===== src/rtl/pulse_tick_time_counter_pkg.sv =====
// Shared BCD limits, the default watchdog span and a BCD byte validator
// for the tick-driven time-of-day counter.
package pulse_tick_time_counter_pkg;

  typedef logic [7:0] bcd8;

  localparam logic [3:0] DIGIT_MAX  = 4'd9;
  localparam logic [3:0] TENS60_MAX = 4'd5;
  localparam bcd8        SEC_MAX    = {TENS60_MAX, DIGIT_MAX};
  localparam bcd8        MIN_MAX    = {TENS60_MAX, DIGIT_MAX};
  localparam bcd8        HOUR_MAX   = 8'h23;

  localparam int unsigned WDOG_CYCLES_DEFAULT = 60_000_000;

  // Both nibbles must be decimal digits and the byte must not exceed max.
  function automatic logic bcd_valid(input bcd8 v, input bcd8 max);
    return (v[3:0] <= DIGIT_MAX) && (v[7:4] <= DIGIT_MAX) && (v <= max);
  endfunction

endpackage


===== src/rtl/pulse_tick_time_counter_bcd_mod_counter.sv =====
// Two-digit BCD modulo counter (00..MAX) with clear, load and a carry out
// asserted combinationally when an increment wraps MAX back to 00.
module pulse_tick_time_counter_bcd_mod_counter
  import pulse_tick_time_counter_pkg::*;
#(
  parameter bcd8 MAX = SEC_MAX
) (
  input  logic i_clk,
  input  logic i_rst_n,
  input  logic clear,
  input  logic load,
  input  bcd8  load_val,
  input  logic inc,
  output bcd8  value,
  output logic carry_out
);

  assign carry_out = inc && (value == MAX);

  always_ff @(posedge i_clk or negedge i_rst_n) begin
    if (!i_rst_n) begin
      value <= '0;
    end else if (clear) begin
      value <= '0;
    end else if (load) begin
      value <= load_val;
    end else if (inc) begin
      if (value == MAX)
        value <= '0;
      else if (value[3:0] == DIGIT_MAX)
        value <= {value[7:4] + 4'd1, 4'd0};
      else
        value <= {value[7:4], value[3:0] + 4'd1};
    end
  end

endmodule


===== src/rtl/pulse_tick_time_counter.sv =====
// Synchronizes the 100 ms tick pulse, advances a BCD time-of-day counter and
// runs a stall watchdog. Define TIME_COUNTER_HOUR12_EN for 12-hour display.
module pulse_tick_time_counter
  import pulse_tick_time_counter_pkg::*;
#(
  parameter int unsigned SYNC_STAGES = 2,
  parameter int unsigned WDOG_CYCLES = WDOG_CYCLES_DEFAULT
) (
  input  logic       i_clk,
  input  logic       i_rst_n,
  input  logic       i_en,
  input  logic       i_pulse,
  input  logic       i_clear,
  input  logic       i_load,
  input  logic [7:0] i_load_hour,
  input  logic [7:0] i_load_min,
  input  logic [7:0] i_load_sec,
  output logic [3:0] o_tenths,
  output logic [7:0] o_sec_bcd,
  output logic [7:0] o_min_bcd,
  output logic [7:0] o_hour_bcd,
  output logic       o_pm,
  output logic       o_sec_tick,
  output logic       o_min_tick,
  output logic       o_load_err,
  output logic       o_stalled
);

  localparam logic [31:0] WDOG_LIMIT = 32'(WDOG_CYCLES);

  logic [SYNC_STAGES-1:0] sync_p0;
  logic                   edge_p1;
  logic                   tick_p2;
  logic                   tick_det;

  logic [3:0]  tenths_q;
  bcd8         sec_q, min_q, hour_q;
  logic        sec_tick_q, min_tick_q, load_err_q;
  logic [31:0] wdog_cnt;

  logic load_ok, apply, tenths_wrap, sec_carry, min_carry;
  logic day_wrap_unused;

  // Stage p0/p1: synchronizer chain and edge-detect flop
  assign tick_det = sync_p0[SYNC_STAGES-1] & ~edge_p1;

  always_ff @(posedge i_clk or negedge i_rst_n) begin
    if (!i_rst_n) begin
      sync_p0 <= '0;
      edge_p1 <= 1'b0;
      tick_p2 <= 1'b0;
    end else begin
      sync_p0 <= {sync_p0[SYNC_STAGES-2:0], i_pulse};
      edge_p1 <= sync_p0[SYNC_STAGES-1];
      tick_p2 <= tick_det;
    end
  end

  // Stage p2: apply tick, clear or load to the time digits
  assign load_ok = i_load && !i_clear
                   && bcd_valid(i_load_hour, HOUR_MAX)
                   && bcd_valid(i_load_min, MIN_MAX)
                   && bcd_valid(i_load_sec, SEC_MAX);
  assign apply       = tick_p2 && i_en && !i_clear && !i_load;
  assign tenths_wrap = apply && (tenths_q == DIGIT_MAX);

  always_ff @(posedge i_clk or negedge i_rst_n) begin
    if (!i_rst_n) begin
      tenths_q   <= '0;
      sec_tick_q <= 1'b0;
      min_tick_q <= 1'b0;
      load_err_q <= 1'b0;
    end else begin
      if (i_clear || load_ok)
        tenths_q <= '0;
      else if (apply)
        tenths_q <= tenths_wrap ? 4'd0 : tenths_q + 4'd1;
      sec_tick_q <= tenths_wrap;
      min_tick_q <= sec_carry;
      load_err_q <= i_load && !i_clear && !load_ok;
    end
  end

  pulse_tick_time_counter_bcd_mod_counter #(.MAX(SEC_MAX)) u_sec (
    .i_clk(i_clk), .i_rst_n(i_rst_n), .clear(i_clear), .load(load_ok),
    .load_val(i_load_sec), .inc(tenths_wrap), .value(sec_q), .carry_out(sec_carry)
  );

  pulse_tick_time_counter_bcd_mod_counter #(.MAX(MIN_MAX)) u_min (
    .i_clk(i_clk), .i_rst_n(i_rst_n), .clear(i_clear), .load(load_ok),
    .load_val(i_load_min), .inc(sec_carry), .value(min_q), .carry_out(min_carry)
  );

  // The day wraps 23 -> 00 silently; nothing consumes the hour carry.
  pulse_tick_time_counter_bcd_mod_counter #(.MAX(HOUR_MAX)) u_hour (
    .i_clk(i_clk), .i_rst_n(i_rst_n), .clear(i_clear), .load(load_ok),
    .load_val(i_load_hour), .inc(min_carry), .value(hour_q), .carry_out(day_wrap_unused)
  );

  always_ff @(posedge i_clk or negedge i_rst_n) begin
    if (!i_rst_n)
      wdog_cnt <= '0;
    else if (!i_en || tick_p2)
      wdog_cnt <= '0;
    else if (wdog_cnt != WDOG_LIMIT)
      wdog_cnt <= wdog_cnt + 32'd1;
  end

  assign o_stalled  = i_en && (wdog_cnt == WDOG_LIMIT);
  assign o_tenths   = tenths_q;
  assign o_sec_bcd  = sec_q;
  assign o_min_bcd  = min_q;
  assign o_sec_tick = sec_tick_q;
  assign o_min_tick = min_tick_q;
  assign o_load_err = load_err_q;

`ifdef TIME_COUNTER_HOUR12_EN
  function automatic bcd8 to_hour12(input bcd8 h24);
    logic [4:0] b;
    b = 5'(h24[7:4]) * 5'd10 + 5'(h24[3:0]);
    if (b == 5'd0)
      b = 5'd12;
    else if (b > 5'd12)
      b = b - 5'd12;
    return (b >= 5'd10) ? {4'd1, 4'(b - 5'd10)} : {4'd0, b[3:0]};
  endfunction

  assign o_hour_bcd = to_hour12(hour_q);
  assign o_pm       = (hour_q >= 8'h12);
`else
  assign o_hour_bcd = hour_q;
  assign o_pm       = 1'b0;
`endif

endmodule


===== config.mk =====
export PLATFORM = sky130hd
export DESIGN_NAME = pulse_tick_time_counter
export DESIGN_NICKNAME = d
export VERILOG_FILES = /design/src/rtl/pulse_tick_time_counter_pkg.sv /design/src/rtl/pulse_tick_time_counter_bcd_mod_counter.sv /design/src/rtl/pulse_tick_time_counter.sv
export SDC_FILE = /design/constraint.sdc
export NUM_CORES = 1
export LEC_CHECK = 0
export ABC_AREA = 1
export CAP_MARGIN = 40
export CELL_PAD_IN_SITES_DETAIL_PLACEMENT = 0
export CELL_PAD_IN_SITES_GLOBAL_PLACEMENT = 1
export CORE_ASPECT_RATIO = 1.1
export CORE_MARGIN = 2
export CORE_UTILIZATION = 36
export CTS_CLUSTER_DIAMETER = 120
export CTS_CLUSTER_SIZE = 8
export DETAILED_ROUTE_END_ITERATION = 16
export GPL_ROUTABILITY_DRIVEN = 0
export GPL_TIMING_DRIVEN = 0
export PLACE_DENSITY_LB_ADDON = 0.15
export SLEW_MARGIN = 10
export SYNTH_ARGS = -nofsm -noshare
export SYNTH_HDL_FRONTEND = slang
export SYNTH_SLANG_ARGS = --single-unit
export TNS_END_PERCENT = 20

===== constraint.sdc =====
create_clock -name i_clk -period 1.4 [get_ports i_clk]
set_input_delay 0.42 -clock i_clk [delete_from_list [all_inputs] [get_ports i_clk]]
set_output_delay 0.42 -clock i_clk [all_outputs]
set_load 0.02 [all_outputs]

==> out/summary.txt, run 1 <==
=========================================================================================
Cell row count                                                                         42
Max-slew violation count                                                                0
Result of the run                                                            finished, violations left
Clock network fraction of total power                                               46.9%
Hold/Removal Path Class                                                          in2async
Via density per instance                                                            5.036
Crit path DAT                                                                     1.74 ns
Layout overhead on the synthesized area                                            46.49%
Cell area after placement                                                       5229 um^2
Via count                                                                            4457
Die outline area                                                               12920 um^2
Max Cap Viol                                                                            0
HPWL after detailed placement                                                     9408 um
Ratio of cells with drive above 1 in the final layout                              32.69%
Met2 track demand over resource in global routing                                  36.84%
Clock latency at the later pin of the worst-skew pair                             0.34 ns
Sequence of cells on the critical path                                       inv_2 -> ha_4 -> inv_2 -> nor3_2 -> nand4_1 -> nor2_2 -> nand2_2 -> nor2_4 -> buf_6
DP Worst Slack                                                                  -1.080 ns
Proportion of synthesized chip area in sequential cells                            38.74%
Data required time of the critical path                                           0.98 ns
Number of fill cells                                                                 1170
Sort of element at the end of the critical path                              primary output
Worst path most repeated cell                                                sky130_fd_sc_hd__inv_2
Final period util                                                                  154.6%
Power Internal                                                                 0.003435 W
Buf/Inv on CP                                                                           3
Number of inserted diodes                                                               0
Synthesized area per cell                                                      7.118 um^2
Wire length of the first global-routing pass                                     21780 um
Sequential Area                                                                 1703 um^2
R2r worst-path depth                                                                   12
Pin count of the biggest net entering global routing                                   36
Met1 track utilization from global routing                                         26.28%
Library cell with the largest summed area after synthesis                    sky130_fd_sc_hd__dfrtp_1
Count of cell types in the netlist                                                     33
Number of antenna violations at the first check in global routing                       0
Gate count after technology mapping                                                   608
Classification of the worst setup path                                            reg2out
Total stage count of the critical path                                                  9
Core Footprint                                                                 11880 um^2
Max Freq                                                                        462.1 MHz
CP Launch Type                                                                       flop
Leakage                                                                          2.947 nW
Worst setup path startpoint                                                  wdog_cnt[1]$_DFFE_PN0P_
Maximum fanout along the worst path                                                     3
Worst R2R Setup Slack                                                            -0.39 ns
DIE WIDTH                                                                        108.5 um
Layout net count                                                                      772
Slowest cell on crit path                                                    sky130_fd_sc_hd__dfrtp_1
Psw                                                                            0.001155 W
Number of buffers inserted during clock tree synthesis                                  9
Grt peak-use layer                                                                   met2
Sequential fraction of design power                                                 43.3%
Io pins                                                                                63
DRC marker count from the first detailed-route iteration                              172
Termination of the worst setup path                                             o_stalled
Final Hold Fails                                                                        0
Number of global-route vias before repair                                            4476
Share of Yosys cell area claimed by the top area cell type                         38.74%
Sw frac                                                                            25.16%
Clk buf depth                                                                           2
Synth Cell Area                                                                 4328 um^2
Warning count from the yosys run                                                        0
Main area contributors after synthesis                                       sky130_fd_sc_hd__dfrtp_1 39%, sky130_fd_sc_hd__nand2_1 15%, sky130_fd_sc_hd__nor2_1 7.1%, sky130_fd_sc_hd__nand3_1 6.5%, sky130_fd_sc_hd__inv_1 5.3%
Power per cell area                                                          724.0 nW/um^2
CTS H-Tree Depth                                                                        3
Root Buffer                                                                  sky130_fd_sc_hd__clkbuf_16
Drt drc                                                                                 0
Part of the power in combinational logic                                             9.8%
Antenna violation net count after detailed routing                                      0
Met3 Resource Use GR                                                               3.886%
Final setup fails                                                                      58
Area occupied by multi-input gates                                              2897 um^2
Quantity of I/O buffers inserted on ports                                              61
Total detailed-routing wirelength                                                13480 um
Final critical delay including setup and external delays                         2.164 ns
Number of enable-type register cells in the synthesized netlist                         0
TritonCTS clock tree                                                                built
Number of hold buffers added after CTS                                                  0
Largest delay contributor family on the critical path                        simple AND/OR/NAND/NOR gates
Skew final                                                                    0.008987 ns
Violations in the final reports                                              negative setup slack
End of the worst register-to-register path                                   wdog_cnt[24]$_DFFE_PN0P_
Chip Height                                                                      119.0 um
Total GRT Usage                                                                    21.67%
Wire length per cell after detailed routing                                      15.23 um
Delay of the slowest critical-path stage                                          0.39 ns
Proportion of register bits with asynchronous set or reset after synthesis         100.0%
RSZ-0062 raised after global routing                                                  yes
Flip-flop and latch count after synthesis                                              67
FF-to-FF Start                                                               wdog_cnt[1]$_DFFE_PN0P_
Area of all placed cells without fillers                                        6340 um^2
Number of clock sinks                                                                  67
Post-layout worst setup margin                                                 -0.7639 ns
Initial Util                                                                       36.44%
Number of nets in the synthesized netlist                                             654
Grt ovf                                                                                 0
Pre-antenna DRT Iters                                                                   4
Reg clk slew, reported paths                                                      0.06 ns
IR Drop Worst-Case VDD                                                        0.0004338 V
Most used flip-flop cell after synthesis                                     sky130_fd_sc_hd__dfrtp_1
=========================================================================================
worst reg2reg max path, cell delays in order (launching register included):
cell and delay [ns]:
sky130_fd_sc_hd__dfrtp_1 0.36, sky130_fd_sc_hd__buf_4 0.12, sky130_fd_sc_hd__buf_6 0.10, sky130_fd_sc_hd__ha_4 0.15, sky130_fd_sc_hd__nand3_2 0.09, sky130_fd_sc_hd__nor2_1 0.14
sky130_fd_sc_hd__nand2_2 0.12, sky130_fd_sc_hd__inv_2 0.10, sky130_fd_sc_hd__nand3b_1 0.19, sky130_fd_sc_hd__inv_1 0.13, sky130_fd_sc_hd__nand3_1 0.07, sky130_fd_sc_hd__nand2_1 0.06
sky130_fd_sc_hd__nor2_1 0.03
worst min path at each step:
stage / startpoint / endpoint
2_1_floorplan: i_rst_n / edge_p1$_DFF_PN0_
3_3_place_gp: sync_p0[0]$_DFF_PN0_ / sync_p0[1]$_DFF_PN0_
3_5_place_dp: sync_p0[0]$_DFF_PN0_ / sync_p0[1]$_DFF_PN0_
4_1_cts: i_rst_n / u_hour.value[3]$_DFFE_PN0P_
5_1_grt: i_rst_n / u_hour.value[1]$_DFFE_PN0P_
6_report: i_rst_n / u_hour.value[1]$_DFFE_PN0P_
area by class of cell:
class,instances,share of cell area [%]
clock inverter,3,0.2368
multi-input combinational,468,45.69
inverter,63,3.967
timing repair buffer,107,14.66
clock buffer,13,4.105
sequential,67,26.86
buffer,10,1.441
tap,154,3.039
per-layer routing:
metal / part of all wire, % / vias up / wire, um
met5: 0 / - / 0
met4: 3.1 / 0 / 422
met3: 3.8 / 33 / 510
met2: 52 / 91 / 7010
met1: 41 / 2130 / 5537
li1: - / 2203 / -
metrics by stage:
step	instances	hold WS, ns	TNS (ns)	util, %	total power (W)
2_1_floorplan	608	0.1244	-2.422	-	0.002183
3_3_place_gp	823	0.3370	-232.28	43.88	0.002401
3_5_place_dp	824	0.3412	-60.10	44.03	0.002407
4_1_cts	863	0.04145	-6.848	49.48	0.004602
5_1_grt	885	0.05764	-13.06	53.38	0.004780
6_report	885	0.02334	-8.263	53.38	0.004590
power groups by stage:
stage / Combinational [W] / Sequential [W] / Clock (W)
after CTS: 0.000420 / 0.00199 / 0.00220
final: 0.000448 / 0.00199 / 0.00215
after global placement: 0.000380 / 0.00202 / 0
after detailed placement: 0.000386 / 0.00202 / 0
after global routing: 0.000493 / 0.00199 / 0.00230
after floorplan: 0.000153 / 0.00203 / 0
sequential cells by signal, summed over array words and instances (netlist names):
register,count
u_hour.value,8
o_tenths,4
u_min.value,8
o_load_err,1
o_min_tick,1
u_sec.value,8
o_sec_tick,1
wdog_cnt,32
tick_p2,1
sync_p0,2
edge_p1,1
cell families (layout without fill, tap and decap cells):
| group | after synthesis | count (layout) | share of synthesized area, % |
|---|---|---|---|
| adders and majority gates | 16 | 16 | 4.626 |
| DFF | 67 | 67 | 38.74 |
| AOI/OAI and AO/OA | 53 | 53 | 6.737 |
| and+or+nand+nor | 378 | 378 | 38.77 |
| xor gates and xnor gates | 20 | 20 | 4.047 |
| buffers and inverters | 73 | 196 | 6.996 |
| other | 1 | 1 | 0.08665 |
Yosys cell counts (2+ instances only):
library cell                 n
sky130_fd_sc_hd__nand2_1   176
sky130_fd_sc_hd__nor2_1     82
sky130_fd_sc_hd__dfrtp_1    67
sky130_fd_sc_hd__inv_1      61
sky130_fd_sc_hd__nand3_1    56
sky130_fd_sc_hd__o21ai_0    25
sky130_fd_sc_hd__a21oi_1    20
sky130_fd_sc_hd__nor3_1     20
sky130_fd_sc_hd__nand3b_1   17
sky130_fd_sc_hd__ha_1       16
sky130_fd_sc_hd__xor2_1     16
sky130_fd_sc_hd__nand4_1    15
sky130_fd_sc_hd__xnor2_1     4
sky130_fd_sc_hd__buf_4       3
sky130_fd_sc_hd__clkbuf_1    3
sky130_fd_sc_hd__nor2_4      3
sky130_fd_sc_hd__a21oi_2     2
sky130_fd_sc_hd__and3_1      2
sky130_fd_sc_hd__buf_2       2
sky130_fd_sc_hd__buf_6       2
sky130_fd_sc_hd__inv_2       2
sky130_fd_sc_hd__nand3_2     2
sky130_fd_sc_hd__o21ai_1     2
cell usage in the layout, fill, tap and decap left out, drive strengths merged:
| master | instances |
|---|---|
| nand2 | 178 |
| buf | 86 |
| nor2 | 85 |
| dfrtp | 67 |
| inv | 63 |
| nand3 | 58 |
| o21ai | 27 |
| a21oi | 23 |
| nor3 | 21 |
| nand3b | 17 |
| clkbuf | 17 |
| xor2 | 16 |
| dlygate4sd2 | 16 |
| ha | 16 |
| nand4 | 15 |
| clkdlybuf4s50 | 6 |
| clkdlybuf4s15 | 5 |
| xnor2 | 4 |
| clkinv | 3 |
| and3 | 2 |
| a31oi | 1 |
| o31ai | 1 |
| a31o | 1 |
| or2 | 1 |
| nor3b | 1 |
| conb | 1 |
repair_timing:
action                                 in CTS  in global routing
resized for setup                         255                 96
endpoints found under the hold margin       0                  0
buffers inserted                           23                 22
setup endpoints to repair                  95                 78
cloned                                      0                  0
pin swaps                                  36                 30
Power figures use the tool's default switching activity.
==> run 2, diff against run 1 <==
Settings changed: HOLD_SLACK_MARGIN from default to 0.12.
==> run 2 against run 1 <==
  * Critical path depth unchanged
  * Clock skew increased by 0.0013 ns
  * Worst setup slack got worse by 0.0031 ns
  * Sequential power about the same
  * Sequential cell count unchanged
  * Clock power about the same
  * Global-route usage unchanged
  * Total power increased by 0.10%
  * Via count increased by 0.79%
  * Routed wire length increased by 0.14%
  * Largest power group unchanged
  * Utilization increased by 0.084 points
  * Highest routed layer unchanged
  * The flow still finishes with violations (negative setup slack)
==> out/summary.txt, run 2 (synthesis results as in run 1) <==
================================================================================
Result of the run                                                   finished, violations left
Violations in the final reports                                     negative setup slack
Most common cell after layout, fill and taps aside                  sky130_fd_sc_hd__nand2_1
Total GRT Usage                                                           21.67%
Clk buf depth                                                                  2
DIE WIDTH                                                               108.5 um
CP Launch Type                                                              flop
Layout overhead on the synthesized area                                   46.72%
Sort of element at the end of the critical path                     primary output
Max Cap Viol                                                                   0
CTS H-Tree Depth                                                               3
Wire length of the first global-routing pass                            21780 um
Max Freq                                                               461.5 MHz
Wire length per cell after detailed routing                             15.24 um
Chip Height                                                             119.0 um
Register containing the most flip-flops in the final layout             wdog_cnt
Total detailed-routing wirelength                                       13500 um
Io pins                                                                       63
RSZ-0062 raised after global routing                                         yes
Via count                                                                   4492
Final critical delay including setup and external delays                2.167 ns
Core Footprint                                                        11880 um^2
Antenna violation net count after detailed routing                             0
Number of antenna violations at the first check in global routing              0
Final Hold Fails                                                               0
Data required time of the critical path                                  0.98 ns
Reg clk slew, reported paths                                             0.06 ns
Number of clock sinks                                                         67
Via density per instance                                                   5.070
Clock latency at the later pin of the worst-skew pair                    0.34 ns
Pin count of the biggest net entering global routing                          36
IR Drop Worst-Case VDD                                               0.0004336 V
Max FFs per register                                                          32
Sequence of cells on the critical path                              inv_2 -> ha_4 -> inv_2 -> nor3_2 -> nand4_1 -> nor2_2 -> nand2_2 -> nor2_4 -> buf_6
Classification of the worst setup path                                   reg2out
Delay of the slowest critical-path stage                                 0.39 ns
Largest delay contributor family on the critical path               simple AND/OR/NAND/NOR gates
Number of fill cells                                                        1171
Post-layout worst setup margin                                        -0.7670 ns
Number of inserted diodes                                                      0
Leakage                                                                 2.951 nW
Crit path DAT                                                            1.75 ns
DP Worst Slack                                                         -1.080 ns
Slowest cell on crit path                                           sky130_fd_sc_hd__dfrtp_1
Layout net count                                                             773
Maximum fanout along the worst path                                            3
Power per cell area                                                 723.5 nW/um^2
Leading cell types in the layout, fill and taps excluded            157 x sky130_fd_sc_hd__nand2_1, 62 x sky130_fd_sc_hd__nor2_1, 46 x sky130_fd_sc_hd__dfrtp_1, 42 x sky130_fd_sc_hd__inv_1, 40 x sky130_fd_sc_hd__nand3_1
Drt drc                                                                        0
Cell row count                                                                42
Setup TNS                                                              -8.314 ns
Worst path most repeated cell                                       sky130_fd_sc_hd__inv_2
DRC marker count from the first detailed-route iteration                     153
Hold/Removal Path Class                                                  reg2reg
Max-slew violation count                                                       0
Grt ovf                                                                        0
HPWL after detailed placement                                            9408 um
Ratio of cells with drive above 1 in the final layout                     32.65%
Skew final                                                            0.01032 ns
Root Buffer                                                         sky130_fd_sc_hd__clkbuf_16
Final setup fails                                                             58
Number of buffers inserted during clock tree synthesis                         9
Pre-antenna DRT Iters                                                          4
Buf/Inv on CP                                                                  3
Final period util                                                         154.8%
Quantity of I/O buffers inserted on ports                                     61
Number of global-route vias before repair                                   4476
Initial Util                                                              36.44%
TritonCTS clock tree                                                       built
Die outline area                                                      12920 um^2
================================================================================
[run 2: changes by cell type in the layout (fill, tap and decap cells not counted)]
cell and change:
sky130_fd_sc_hd__dlygate4sd3_1 +1
[run 2: path summary, 6_finish.rpt]
path	slack, ns	from	endpoint	cells after the start
hold / removal	0.35	sync_p0[0]$_DFF_PN0_	sync_p0[1]$_DFF_PN0_	0
setup / recovery	-0.77	wdog_cnt[1]$_DFFE_PN0P_	o_stalled	9
setup reg to reg	-0.39	wdog_cnt[1]$_DFFE_PN0P_	wdog_cnt[24]$_DFFE_PN0P_	12
min in group asynchronous	0.57	i_rst_n	u_hour.value[1]$_DFFE_PN0P_	2
max in group asynchronous	0.25	i_rst_n	o_tenths[2]$_DFFE_PN0P_	3
hold reg to reg	0.35	sync_p0[0]$_DFF_PN0_	sync_p0[1]$_DFF_PN0_	0
[run 2: metrics by stage]
stage          hold slack [ns]  utilization, %  std cells  total power [W]  instance area (um^2)
6_report                0.3494           53.47        886         0.004594                  6350
5_1_grt                 0.3662           53.47        886         0.004782                  6350
4_1_cts                 0.3525           49.57        864         0.004604                  5887
3_5_place_dp            0.3412           44.03        824         0.002407                  5229
3_3_place_gp            0.3370           43.88        823         0.002401                  5211
2_1_floorplan           0.1244               -        608         0.002183                  4408
[run 2: final cells by class]
| type | count | area, um^2 | area share [%] |
|---|---|---|---|
| Multi-Input combinational cell | 468 | 2897 | 45.62 |
| Sequential cell | 67 | 1703 | 26.82 |
| Timing Repair Buffer | 108 | 939.7 | 14.80 |
| Clock buffer | 13 | 260.3 | 4.099 |
| Inverter | 63 | 251.5 | 3.961 |
| Tap cell | 154 | 192.7 | 3.034 |
| Buffer | 10 | 91.34 | 1.438 |
| Clock inverter | 3 | 15.01 | 0.2365 |
[run 2: worst reg2reg max path, delay by kind of cell (launching register included)]
family / cells / cell delay, ns
DFF: 1 / 0.36
adders and majority gates: 1 / 0.15
and+or+nand+nor: 7 / 0.70
buffers and inverters: 4 / 0.45
[run 2: routing by layer]
layer	share of wire, %	global-route usage, %
met3	3.8	3.886
met2	52	36.84
met1	41	26.28
met5	0	0
met4	3.1	10.10
[run 2: power breakdown]
| group | switching [W] | leakage, nW | internal [W] |
|---|---|---|---|
| combinational | 0.000263 | 1.93 | 0.000187 |
| sequential | 0.0000256 | 0.884 | 0.00196 |
| clock | 0.000869 | 0.139 | 0.00129 |
| total | 0.00116 | 2.95 | 0.00344 |
[run 2: timing repair]
| item | in CTS | in global routing |
|---|---|---|
| hold endpoints to repair | 32 | 0 |
| hold buffers | 1 | 0 |
| endpoints found under the setup margin | 95 | 78 |
| gates resized for setup | 255 | 96 |
| setup buffers | 23 | 22 |
| cloned | 0 | 0 |
| pin swaps | 36 | 30 |
